**src/rtl/pwm_multi_ch_if.sv**
```systemverilog
// pwm_multi_ch_if
//   Control and status bundle between the fan control FSM and the PWM block.
//   master : fan control side. Drives the timebase settings, duty values,
//            write strobes and enables, and observes the outputs.
//   slave  : PWM generator side.
//
//   step_div     clk cycles per counter step (0 and 1 both mean every clk)
//   center_mode  0 = edge-aligned, 1 = center-aligned (taken at boundary)
//   duty         packed duty values, channel i at [i*(RES_BITS+1) +: RES_BITS+1]
//   duty_we      per-channel shadow write strobe
//   enable       per-channel enable
//   pwm_out      registered PWM outputs
//   period_start one-clk pulse when the counter returns to 0
interface pwm_multi_ch_if #(
  parameter int CH       = 4,
  parameter int RES_BITS = 8,
  parameter int DIV_W    = 24
);
  logic [DIV_W-1:0]           step_div;
  logic                       center_mode;
  logic [CH*(RES_BITS+1)-1:0] duty;
  logic [CH-1:0]              duty_we;
  logic [CH-1:0]              enable;
  logic [CH-1:0]              pwm_out;
  logic                       period_start;

  modport master (
    output step_div, center_mode, duty, duty_we, enable,
    input  pwm_out, period_start
  );

  modport slave (
    input  step_div, center_mode, duty, duty_we, enable,
    output pwm_out, period_start
  );
endinterface

```
**src/rtl/pwm_multi_ch.sv**
```systemverilog
// pwm_multi_ch
//   Multi-channel PWM generator with one shared timebase. A prescaler turns
//   clk into counter steps. The counter runs either edge-aligned
//   (0..MAX, wrap) or center-aligned (0..MAX..1, then 0). Each channel has a
//   shadow duty register that is copied into its active register at the
//   period boundary, which keeps the outputs free of glitches.
//
//   Ports
//     clk      system clock
//     reset_p  asynchronous, active-high reset
//     bus      pwm_multi_ch_if.slave: step_div, center_mode, duty, duty_we,
//              enable in; pwm_out, period_start out
module pwm_multi_ch #(
  parameter int CH       = 4,
  parameter int RES_BITS = 8,
  parameter int DIV_W    = 24
) (
  input logic           clk,
  input logic           reset_p,
  pwm_multi_ch_if.slave bus
);

  localparam int DW = RES_BITS + 1;
  localparam logic [RES_BITS-1:0] MAX = '1;
  localparam logic [RES_BITS-1:0] ONE = RES_BITS'(1);

  typedef enum logic {
    DIR_UP   = 1'b0,
    DIR_DOWN = 1'b1
  } dir_t;

  logic [DIV_W-1:0]    pre_cnt;
  logic [DIV_W-1:0]    limit;
  logic                tick;
  logic [RES_BITS-1:0] cnt;
  logic [RES_BITS-1:0] cnt_nxt;
  dir_t                dir;
  dir_t                dir_nxt;
  logic                mode_act;
  logic                boundary;
  logic [DW-1:0]       shadow   [CH];
  logic [DW-1:0]       duty_act [CH];
  logic [CH-1:0]       pwm_r;
  logic                period_r;

  // The comparison uses >= so that a step_div which shrinks below the running
  // prescaler count still produces a tick on the next clk.
  assign limit = (bus.step_div == '0) ? '0 : bus.step_div - 1'b1;
  assign tick  = (pre_cnt >= limit);

  // Next counter value and direction. Center mode turns around at MAX and at
  // 0, so MAX and 0 are each visited once per period (2*MAX steps).
  always_comb begin
    cnt_nxt = cnt;
    dir_nxt = dir;
    if (tick) begin
      if (!mode_act) begin
        cnt_nxt = cnt + 1'b1;
      end else if (dir == DIR_UP) begin
        if (cnt == MAX) begin
          cnt_nxt = cnt - 1'b1;
          dir_nxt = DIR_DOWN;
        end else begin
          cnt_nxt = cnt + 1'b1;
        end
      end else begin
        cnt_nxt = cnt - 1'b1;
        if (cnt == ONE) begin
          dir_nxt = DIR_UP;
        end
      end
    end
  end

  // The boundary is the tick on which the counter becomes 0.
  assign boundary = tick && (cnt_nxt == '0);

  // Timebase state. The counting mode is latched only at the boundary, so a
  // mid-period center_mode change waits for the next period.
  always_ff @(posedge clk or posedge reset_p) begin
    if (reset_p) begin
      pre_cnt  <= '0;
      cnt      <= '0;
      dir      <= DIR_UP;
      mode_act <= 1'b0;
      period_r <= 1'b0;
    end else begin
      pre_cnt  <= tick ? '0 : pre_cnt + 1'b1;
      cnt      <= cnt_nxt;
      dir      <= boundary ? DIR_UP : dir_nxt;
      period_r <= boundary;
      if (boundary) begin
        mode_act <= bus.center_mode;
      end
    end
  end

  // Per-channel duty and output registers. A write to a disabled channel
  // goes straight into duty_act because nothing is visible to glitch. If a
  // write coincides with the boundary on an enabled channel, duty_act takes
  // the old shadow value and the new value waits one period.
  always_ff @(posedge clk or posedge reset_p) begin
    if (reset_p) begin
      for (int i = 0; i < CH; i++) begin
        shadow[i]   <= '0;
        duty_act[i] <= '0;
      end
      pwm_r <= '0;
    end else begin
      for (int i = 0; i < CH; i++) begin
        pwm_r[i] <= bus.enable[i] & ({1'b0, cnt} < duty_act[i]);
        if (bus.duty_we[i] && !bus.enable[i]) begin
          duty_act[i] <= bus.duty[i*DW +: DW];
        end else if (boundary) begin
          duty_act[i] <= shadow[i];
        end
        if (bus.duty_we[i]) begin
          shadow[i] <= bus.duty[i*DW +: DW];
        end
      end
    end
  end

  assign bus.pwm_out      = pwm_r;
  assign bus.period_start = period_r;

endmodule

```
**src/flat_wrapper.sv**
```systemverilog
// flat-port wrapper written by rule: the top's interface ports become plain ports
module pwm_multi_ch_flat 
#(
  parameter int CH       = 4,
  parameter int RES_BITS = 8,
  parameter int DIV_W    = 24
)
  (clk, reset_p, bus_step_div, bus_center_mode, bus_duty, bus_duty_we, bus_enable, bus_pwm_out, bus_period_start);
  pwm_multi_ch_if #(.CH(CH), .RES_BITS(RES_BITS), .DIV_W(DIV_W)) bus_i ();
  input logic clk;
  input logic reset_p;
  input wire logic [$bits(bus_i.step_div)-1:0] bus_step_div;
  input wire logic [$bits(bus_i.center_mode)-1:0] bus_center_mode;
  input wire logic [$bits(bus_i.duty)-1:0] bus_duty;
  input wire logic [$bits(bus_i.duty_we)-1:0] bus_duty_we;
  input wire logic [$bits(bus_i.enable)-1:0] bus_enable;
  output wire logic [$bits(bus_i.pwm_out)-1:0] bus_pwm_out;
  output wire logic [$bits(bus_i.period_start)-1:0] bus_period_start;
  assign bus_i.step_div = bus_step_div;
  assign bus_i.center_mode = bus_center_mode;
  assign bus_i.duty = bus_duty;
  assign bus_i.duty_we = bus_duty_we;
  assign bus_i.enable = bus_enable;
  assign bus_pwm_out = bus_i.pwm_out;
  assign bus_period_start = bus_i.period_start;
  pwm_multi_ch #(.CH(CH), .RES_BITS(RES_BITS), .DIV_W(DIV_W)) u_core (.clk(clk), .reset_p(reset_p), .bus(bus_i));
endmodule
```
**config.mk**
```make
export PLATFORM = sky130hd
export DESIGN_NAME = pwm_multi_ch_flat
export DESIGN_NICKNAME = d
export VERILOG_FILES = /design/src/rtl/pwm_multi_ch_if.sv /design/src/rtl/pwm_multi_ch.sv /design/src/flat_wrapper.sv
export SDC_FILE = /design/constraint.sdc
export NUM_CORES = 1
export LEC_CHECK = 0
export ABC_AREA = 1
export CAP_MARGIN = 15
export CELL_PAD_IN_SITES_DETAIL_PLACEMENT = 1
export CELL_PAD_IN_SITES_GLOBAL_PLACEMENT = 1
export CORE_UTILIZATION = 45
export DETAILED_ROUTE_END_ITERATION = 6
export HOLD_SLACK_MARGIN = 0.05
export PLACE_DENSITY = 0.88
export SYNTH_ARGS = -nofsm -noshare
export SYNTH_HDL_FRONTEND = slang
export SYNTH_SLANG_ARGS = --single-unit
```
**constraint.sdc**
```tcl
create_clock -name clk -period 10.15 [get_ports clk]
set_input_delay 1.015 -clock clk [delete_from_list [all_inputs] [get_ports clk]]
set_output_delay 1.015 -clock clk [all_outputs]
set_load 0.02 [all_outputs]
```
Word-level counts from Yosys, hierarchy flattened
Cells that the tools add are included.
{ "op_classes": {"add_sub_neg": 4, "mul": 0, "div_mod_pow": 0, "n_lt_le_gt_ge": 5, "n_eq_ne": 2, "shift": 0, "n_mux": 20, "bitwise_logic": 4, "reduce_logical": 18} }
{ "op_table": {"columns": ["op", "count"], "rows": [
  ["9-bit 2-to-1 mux", 8],
  ["24-bit 2-to-1 mux", 2],
  ["8-bit by 9-bit less-than comparator with 1-bit output", 4],
  ["8-bit 2-to-1 mux", 4],
  ["24-bit by 1-bit adder with 24-bit output, second input constant", 1],
  ["24-bit >= comparator", 1],
  ["24-bit zero test", 1],
  ["24-bit by 1-bit subtractor with 24-bit output, second input constant", 1],
  ["2-bit nonzero test", 6],
  ["8-bit by 1-bit adder with 8-bit output, second input constant", 1],
  ["8-bit by 1-bit == test with 1-bit output, second input constant", 1],
  ["8-bit == test, second input constant", 1],
  ["8-bit zero test", 1],
  ["8-bit by 1-bit subtractor with 8-bit output, second input constant", 1],
  ["1-bit 2-to-1 mux", 6],
  ["1-bit logical AND", 5],
  ["1-bit AND", 4],
  ["1-bit zero test", 4],
  ["2-bit AND reduction", 1]
]} }
{ "totals": {"regBits": 111, "latchBits": 0, "mem_bits_rw": 0, "romBits": 0, "out_inout_bits": 5, "memories": 0} }

Depth between registers and ports, before layout
Gate-level depths: netlist of the first run.
{ "depth": {"word_depth": 9, "depth_mapped": 29} }

Worst setup path before layout of the first run
No wires, ideal clock.
{ "synth_path": {"path_type": "input port to flip-flop", "startpoint": "input bus_step_div[3]", "endpoint": "register u_core.duty_act[1] in the netlist's numbering", "arrival_ns": 4.137, "required_time_ns": 10.076, "setup_slack_ns": 5.939, "path_stages": 26, "path_buffers": 2, "cell_sequence": "nor2_1 inv_1 nor4_1 nand2_1 nor2_1 inv_1 nor2_1 nand2_1 xnor2_1 nand2_1 ha_1 nand2_1 nor2_1 nand4_1 inv_1 nand2_1 nand4_2 nand2_1 nand2_1 nor2_1 nand3_4 buf_6 nand2_8 buf_12 nand2_2 o21ai_2"} }
{ "synth_via": {"elab_chain_cells": 7} }
{ "synth_lines": {"columns": ["item", "line_no", "text"], "rows": [
  ["start: declaration", "flat_wrapper.sv:12", "input wire logic [$bits(bus_i.step_div)-1:0] bus_step_div;"],
  ["24-bit by 1-bit subtractor with 24-bit output or 24-bit zero test (tied branches)", "pwm_multi_ch.sv:48", "assign limit = (bus.step_div == '0) ? '0 : bus.step_div - 1'b1;"],
  ["24-bit 2-to-1 mux (*)", "pwm_multi_ch.sv:48", null],
  ["24-bit >= comparator (*)", "pwm_multi_ch.sv:49", "assign tick = (pre_cnt >= limit);"],
  ["8-bit 2-to-1 mux (*)", "pwm_multi_ch.sv:56", "if (tick) begin"],
  ["named net u_core.cnt_nxt[4]", "pwm_multi_ch.sv:36", "logic [RES_BITS-1:0] cnt_nxt;"],
  ["8-bit zero test (*)", "pwm_multi_ch.sv:76", "assign boundary = tick && (cnt_nxt == '0);"],
  ["1-bit logical AND (*)", "pwm_multi_ch.sv:76", null],
  ["2-bit nonzero test (no line) (*)", null, null],
  ["end signal: indexed assignment", "pwm_multi_ch.sv:113", "duty_act[i] <= bus.duty[i*DW +: DW];"],
  ["end signal: indexed assignment", "pwm_multi_ch.sv:115", "duty_act[i] <= shadow[i];"],
  ["end: declaration", "pwm_multi_ch.sv:42", "logic [DW-1:0] duty_act [CH];"]
]} }
The timed path passes the listed nets; every way through them passes the cells marked *.
A chain may end at the register's enable or synchronous reset.

Worst setup path after layout of the first run
{ "layout_path": {"startpoint": "input bus_step_div[2]", "endpoint": "register u_core.duty_act[25] in the netlist's numbering"} }
Same word-level chain as after synthesis.

==> impl_metrics.csv, run 1 <==
group,metric,value,unit
worst_setup_path,r2r_cells,14,
logic_synthesis,synthDistinctLibCells,37,
timing,setup_viol,0,
floorplanning,dieWidth,129,µm
floorplanning,num_rows,46,
logic_synthesis,synthesis.area,7280,µm²
clock_tree,numCtsBuffers,9,
worst_setup_path,crit_path_end_kind,"register",
power,seqPwrFrac,40.2,%
power,p_leak,4.26,nW
clock_tree,ctsHoldBuffers,0,
floorplanning,io_pins,76,
detailed_routing,ant_nets,0,
timing,clock_skew,0.00857,ns
worst_setup_path,reg2reg_slack,6.77,ns
cells_and_area,n_antenna_cell,0,
clock_tree,postCtsSetupBuffers,0,
cells_and_area,drive_gt1_share,4.87,%
floorplanning,core,15800,µm²
logic_synthesis,synth_warnings,0,
worst_setup_path,worstSetupStartpointType,"input pin",
cells_and_area,fin_nets,1192,
power,finalPower,1.49,mW
power,power_frac_comb,32.2,%
timing,setup_tns,0,ns
grt,first_global_vias,7068,
worst_setup_path,path_common_cell,"nand2_1",
worst_hold_path,hp-class,"reg -> reg",
clock_tree,cts_buffer_depth,2,
grt,grt_overflow,0,
floorplanning,fp.dieH,129,µm
floorplanning,die_area,16700,µm²
cells_and_area,final_cell_mix,"248 x nand2_1, 141 x inv_1, 121 x nor2_1",
worst_setup_path,crit_required,10.42,ns
detailed_routing,vias,6714,
grt,antenna_found_initial,0,
worst_hold_path,hold-path-endpoint,"u_core.pre_cnt[0]",
power,vdd_drop_max,0.0000990,V
timing,finalCritPeriodShare,56.9,%
timing,post-route-min-period,5.78,ns
logic_synthesis,seq_area_frac_synth,38.1,%
timing,tightest_slew,0.771,ns
logic_synthesis,ys_seq_elements,111,
worst_setup_path,timing.rr.end,"u_core.duty_act[25]",
power,pwr-share-clk,27.5,%
worst_hold_path,hold_depth,1,
clock_tree,cts_tree,"yes",
worst_setup_path,critPathMaxStageDelay,0.64,ns
flow_run,drv_cap,0,
detailed_routing,drt_pass1_iterations,5,
power,p_sw,542,µW
worst_hold_path,worstHoldStart,"u_core.pre_cnt[0]",
cells_and_area,layout_commonest_cell,"nand2_1",
clock_tree,insertion_delay,0.36,ns
detailed_routing,wirelength,19.5,mm
worst_setup_path,r2r-start,"u_core.pre_cnt[21]",
grt,grt_pass1_wl,33.4,mm
worst_setup_path,cp_top_family,"simple AND/OR/NAND/NOR gates",
cells_and_area,area_growth,17.2,%
detailed_routing,via_per_inst,5.23,
clock_tree,clock-sinks,111,
logic_synthesis,synthesis.nets,1130,
placement,gp_congestion,0.873,
logic_synthesis,synth_edf_count,0,
detailed_routing,drc,0,
clock_tree,cts_root_buf,"clkbuf_16",
placement,io_buffers,75,
power,power.density,175,nW/µm²
timing,rsz0062_at_grt,"false",
floorplanning,start_util,46.0,%
logic_synthesis,postSynthCellCount,1001,
clock_tree,cts_resized,0,
worst_setup_path,path_class,"in -> reg",
grt,grt_start_max_net_pins,58,
power,internal_power,950,µW
worst_setup_path,path_buf_inv,4,
run_status,status,"completed",
timing,clock.fmax,0.173,GHz
timing,slew_viol_final,0,
logic_synthesis,synthArstFlopShare,100,%
clock_tree,htree_levels,3,
clock_tree,path_clk_slew,0.07,ns
grt,grtUsageTotal,25.2,%
worst_setup_path,cp.arrival,6.04,ns
power,switching_share,36.3,%
placement,hpwl,14.1,mm
detailed_routing,drtIter0Drc,229,
worst_setup_path,worstPathMaxFanout,27,
timing,relSlewSlack,48.5,%
worst_setup_path,cp_slowest_cell,"nand4_2",
detailed_routing,avgRoutedWirePerCell,15.1,µm
logic_synthesis,ys.flop_type,"dfrtp_1",
logic_synthesis,avgSynthCellArea,7.28,µm²
timing,hold_viol,0,
[cell usage after synthesis, types with 11 or more instances]
| cell type | count | share of area, % |
|---|---|---|
| nor2_1 | 121 | 6.2 |
| dfrtp_1 | 111 | 38 |
| nand2_2 | 11 | 0.94 |
| nand4_1 | 17 | 1.5 |
| nand2_1 | 248 | 13 |
| ha_1 | 58 | 10 |
| nand3_1 | 40 | 2.7 |
| o21ai_0 | 74 | 5.1 |
| nor3_1 | 17 | 1.2 |
| a21oi_1 | 65 | 4.5 |
| clkbuf_1 | 19 | 0.98 |
| inv_1 | 142 | 7.3 |
[worst max path at each step]
stage                               start             endpoint  slack, ns  cells past startpoint
after floorplan           bus_step_div[3]   u_core.duty_act[1]       5.94                     26
after CTS                 bus_step_div[2]  u_core.duty_act[22]       4.47                     25
final                     bus_step_div[2]  u_core.duty_act[25]       4.37                     25
after detailed placement  bus_step_div[2]  u_core.duty_act[23]       4.15                     24
after global placement    bus_step_div[2]  u_core.duty_act[28]       4.36                     24
after global routing      bus_step_div[2]  u_core.duty_act[25]       3.70                     25
[power by group through the flow]
stage	Clock (mW)	Combinational, mW	Sequential (mW)
floorplan	0	0.334	0.583
global placement	0	0.443	0.603
detailed placement	0	0.469	0.608
CTS	0.419	0.486	0.600
global route	0.433	0.552	0.611
finish	0.411	0.481	0.600
[layer usage]
layer | global-route usage (%) | share of wire, % | wire [µm] | up-vias
li1 | - | - | - | 3359
met2 | 44.5 | 50 | 9670 | 90
met1 | 32.5 | 46 | 9000 | 3246
met4 | 5.95 | 1.2 | 236 | 0
met5 | 0 | 0 | 0 | -
met3 | 3.59 | 2.8 | 542 | 19
[through the flow]
| stage | hold slack, ns | util, % | cells | instance area, µm² | setup slack, ns |
|---|---|---|---|---|---|
| 2_1_floorplan | 0.455 | - | 1001 | 7280 | 5.94 |
| 6_report | 0.507 | 54.0 | 1284 | 8540 | 4.37 |
| 5_1_grt | 0.540 | 54.0 | 1284 | 8540 | 3.70 |
| 3_5_place_dp | 0.497 | 51.8 | 1268 | 8190 | 4.15 |
| 4_1_cts | 0.516 | 54.0 | 1284 | 8540 | 4.47 |
| 3_3_place_gp | 0.496 | 51.8 | 1268 | 8190 | 4.36 |
[layout make-up]
cell class | instances | area [µm²]
inverter | 143 | 539
clock buffer | 9 | 225
tap | 216 | 270
timing repair buffer | 76 | 758
sequential | 111 | 2780
fill | 2037 | 7290
clock inverter | 7 | 121
multi-input combinational | 722 | 3850
[flip-flops by register name (all words and copies together), names as in the netlist]
signal,cells
u_core.bus.period_start,1
u_core.duty_act,36
u_core.cnt,8
u_core.bus.pwm_out,4
u_core.dir,1
u_core.mode_act,1
u_core.pre_cnt,24
u_core.shadow,36
[logic make-up after synthesis]
group / after synthesis / synth area share (%)
compound gates: 173 / 13.2
xor+xnor: 16 / 1.92
fa+ha+maj: 58 / 9.96
buf+inv: 168 / 9.04
flops: 111 / 38.1
simple gates: 475 / 27.7
No activity file was read; power rests on OpenSTA's default activity.
==> inputs of run 2 (changes only) <==
CORE_UTILIZATION = 38   (was 45)
PLACE_DENSITY = 0.79   (was 0.88)
clock period = 4.7 ns   (was 10.15 ns; I/O delays follow)
==> run 2 against run 1 <==
Net effect:
- sequential power up 120%
- register-to-register slack worse by 4.9 ns
- total power up 110%
- largest cell class unchanged
- hold slack worse by 0.025 ns
- die area up 18%
- clock skew down 0.0022 ns
- combinational power up 110%
- worst setup slack worse by 3.9 ns
- clock power up 99%
- routed wire length down 4.8%
==> impl_metrics.csv, run 2 (synthesis gave the netlist of run 1 again) <==
group,metric,value,unit
placement,hpwl,14.1,mm
floorplanning,dieWidth,140,µm
detailed_routing,drt_pass1_iterations,4,
placement,place_inst,1293,
detailed_routing,via_per_inst,5.01,
cells_and_area,area_growth,18.8,%
clock_tree,ctsHoldBuffers,0,
cells_and_area,drive_gt1_share,5.67,%
timing,finalCritPeriodShare,91.0,%
timing,post-route-min-period,4.28,ns
worst_setup_path,path_class,"in -> reg",
grt,grt_overflow,0,
grt,first_global_vias,6791,
cells_and_area,final_util,46.1,%
clock_tree,htree_levels,3,
cells_and_area,fin_nets,1200,
detailed_routing,drtIter0Drc,237,
timing,hold_viol,0,
clock_tree,cts_root_buf,"clkbuf_16",
grt,grtUsageTotal,20.2,%
cells_and_area,layout.cells.non_filler,1310,
grt,grt_pass1_wl,32.2,mm
cells_and_area,largest_registers,"u_core.duty_act: 36 flops, u_core.shadow: 36 flops, u_core.pre_cnt: 24 flops",
worst_setup_path,cp.arrival,4.57,ns
detailed_routing,avgRoutedWirePerCell,14.1,µm
power,power.density,362,nW/µm²
detailed_routing,ant_nets,0,
flow_run,drv_cap,0,
clock_tree,cts_tree,"yes",
timing,rsz0062_at_grt,"false",
detailed_routing,drc,0,
power,vdd_drop_max,0.000234,V
grt,grt_start_max_net_pins,54,
clock_tree,path_clk_slew,0.07,ns
worst_hold_path,hp-class,"reg -> reg",
floorplanning,start_util,38.8,%
floorplanning,io_pins,76,
floorplanning,die_area,19700,µm²
timing,tightest_slew,0.791,ns
clock_tree,insertion_delay,0.36,ns
timing,setup_viol,0,
floorplanning,core,18800,µm²
floorplanning,num_rows,50,
worst_setup_path,crit_path_end_kind,"register",
worst_setup_path,crit_required,4.99,ns
power,p_leak,4.31,nW
detailed_routing,wirelength,18.5,mm
detailed_routing,vias,6565,
cells_and_area,layout_commonest_cell,"nand2_1",
placement,gp_congestion,0.846,
grt,antenna_found_initial,0,
clock_tree,clock-sinks,111,
timing,clock_skew,0.00632,ns
worst_setup_path,worstPathMaxFanout,16,
timing,clock.fmax,0.234,GHz
power,finalPower,3.14,mW
timing,relSlewSlack,47.1,%
cells_and_area,final_cell_mix,"248 x nand2_1, 141 x inv_1, 121 x nor2_1",
floorplanning,fp.dieH,140,µm
placement,io_buffers,75,
timing,slew_viol_final,0,
clock_tree,cts_buffer_depth,2,
cells_and_area,n_antenna_cell,0,
worst_setup_path,worstSetupStartpointType,"input pin",
clock_tree,numCtsBuffers,9,
run_status,status,"completed",
==> run 2: changes by cell type in the layout (fill, tap and decap cells not counted) <==
cell,delta
nand2_2,-3
clkinv_2,+1
buf_12,+1
bufinv_16,-2
nor4_1,-1
nand2_8,+3
clkinvlp_4,-3
clkbuf_8,+3
clkinv_4,+1
buf_4,+7
nor4_2,+1
==> run 2: final timing paths <==
check / from / endpoint / slack (ns) / cells after the start
worst max-delay path: bus_step_div[0] / u_core.duty_act[4] / 0.42 / 24
worst min-delay path: u_core.pre_cnt[0] / u_core.pre_cnt[0] / 0.48 / 1
worst max register to register: u_core.cnt[1] / u_core.duty_act[4] / 1.89 / 17
worst min register to register: u_core.pre_cnt[0] / u_core.pre_cnt[0] / 0.48 / 1
max in group asynchronous: reset_p / u_core.shadow[33] / 3.24 / 3
min in group asynchronous: reset_p / u_core.shadow[4] / 0.55 / 2
==> run 2: layout make-up <==
cell class,count,area (µm²)
fillers,2342,10100
multi-input cells,722,3890
flip-flops and latches,111,2780
repair buffers,84,831
inverters,143,539
well taps,234,293
clock buffers,12,267
clock inverters,4,52.6
==> run 2: timing repair <==
action                     in CTS  in global routing
buffers inserted                0                  1
resized for setup               0                  7
setup endpoints to repair       0                 37
==> run 2: metal layers <==
layer  GRT usage, %  vias up  share of wire [%]
met2           34.1       64                 48
met4           4.05        0                1.2
met5              0        -                  0
met3           4.10       17                2.4
met1           26.8     3113                 49
li1               -     3371                  -
==> run 2: metrics by stage <==
| step | hold slack, ns | area [µm²] | TNS [ns] | setup WS (ns) |
|---|---|---|---|---|
| 2_1_floorplan | 0.455 | 7280 | 0 | 1.03 |
| 3_3_place_gp | 0.477 | 8270 | -1.70 | -0.0758 |
| 3_5_place_dp | 0.482 | 8270 | -3.61 | -0.158 |
| 4_1_cts | 0.492 | 8590 | 0 | 0.169 |
| 5_1_grt | 0.505 | 8650 | 0 | 0.0348 |
| 6_report | 0.481 | 8650 | 0 | 0.424 |
==> run 2: worst max-delay path: stages <==
cell             delay, ns
clkdlybuf4s50_1       0.46
inv_1                 0.13
ha_1                  0.22
inv_1                 0.07
nor2_1                0.16
inv_1                 0.08
nor3_1                0.31
nand2_1               0.14
nor4_1                0.27
o211ai_1              0.15
ha_1                  0.30
nand2_1               0.05
nor2_1                0.16
nand4_1               0.17
inv_1                 0.13
nand2_1               0.15
nand4_2               0.21
nand3_1               0.11
nor2_1                0.20
nand3_4               0.10
buf_12                0.17
nand2_8               0.14
nand2_1               0.13
o21ai_2               0.07
==> run 2: report_power, final <==
part,leakage (nW),switching (mW),internal [mW]
clock,0.159,0.358,0.458
combinational,2.78,0.620,0.411
sequential,1.38,0.160,1.13
total,4.31,1.14,2.00
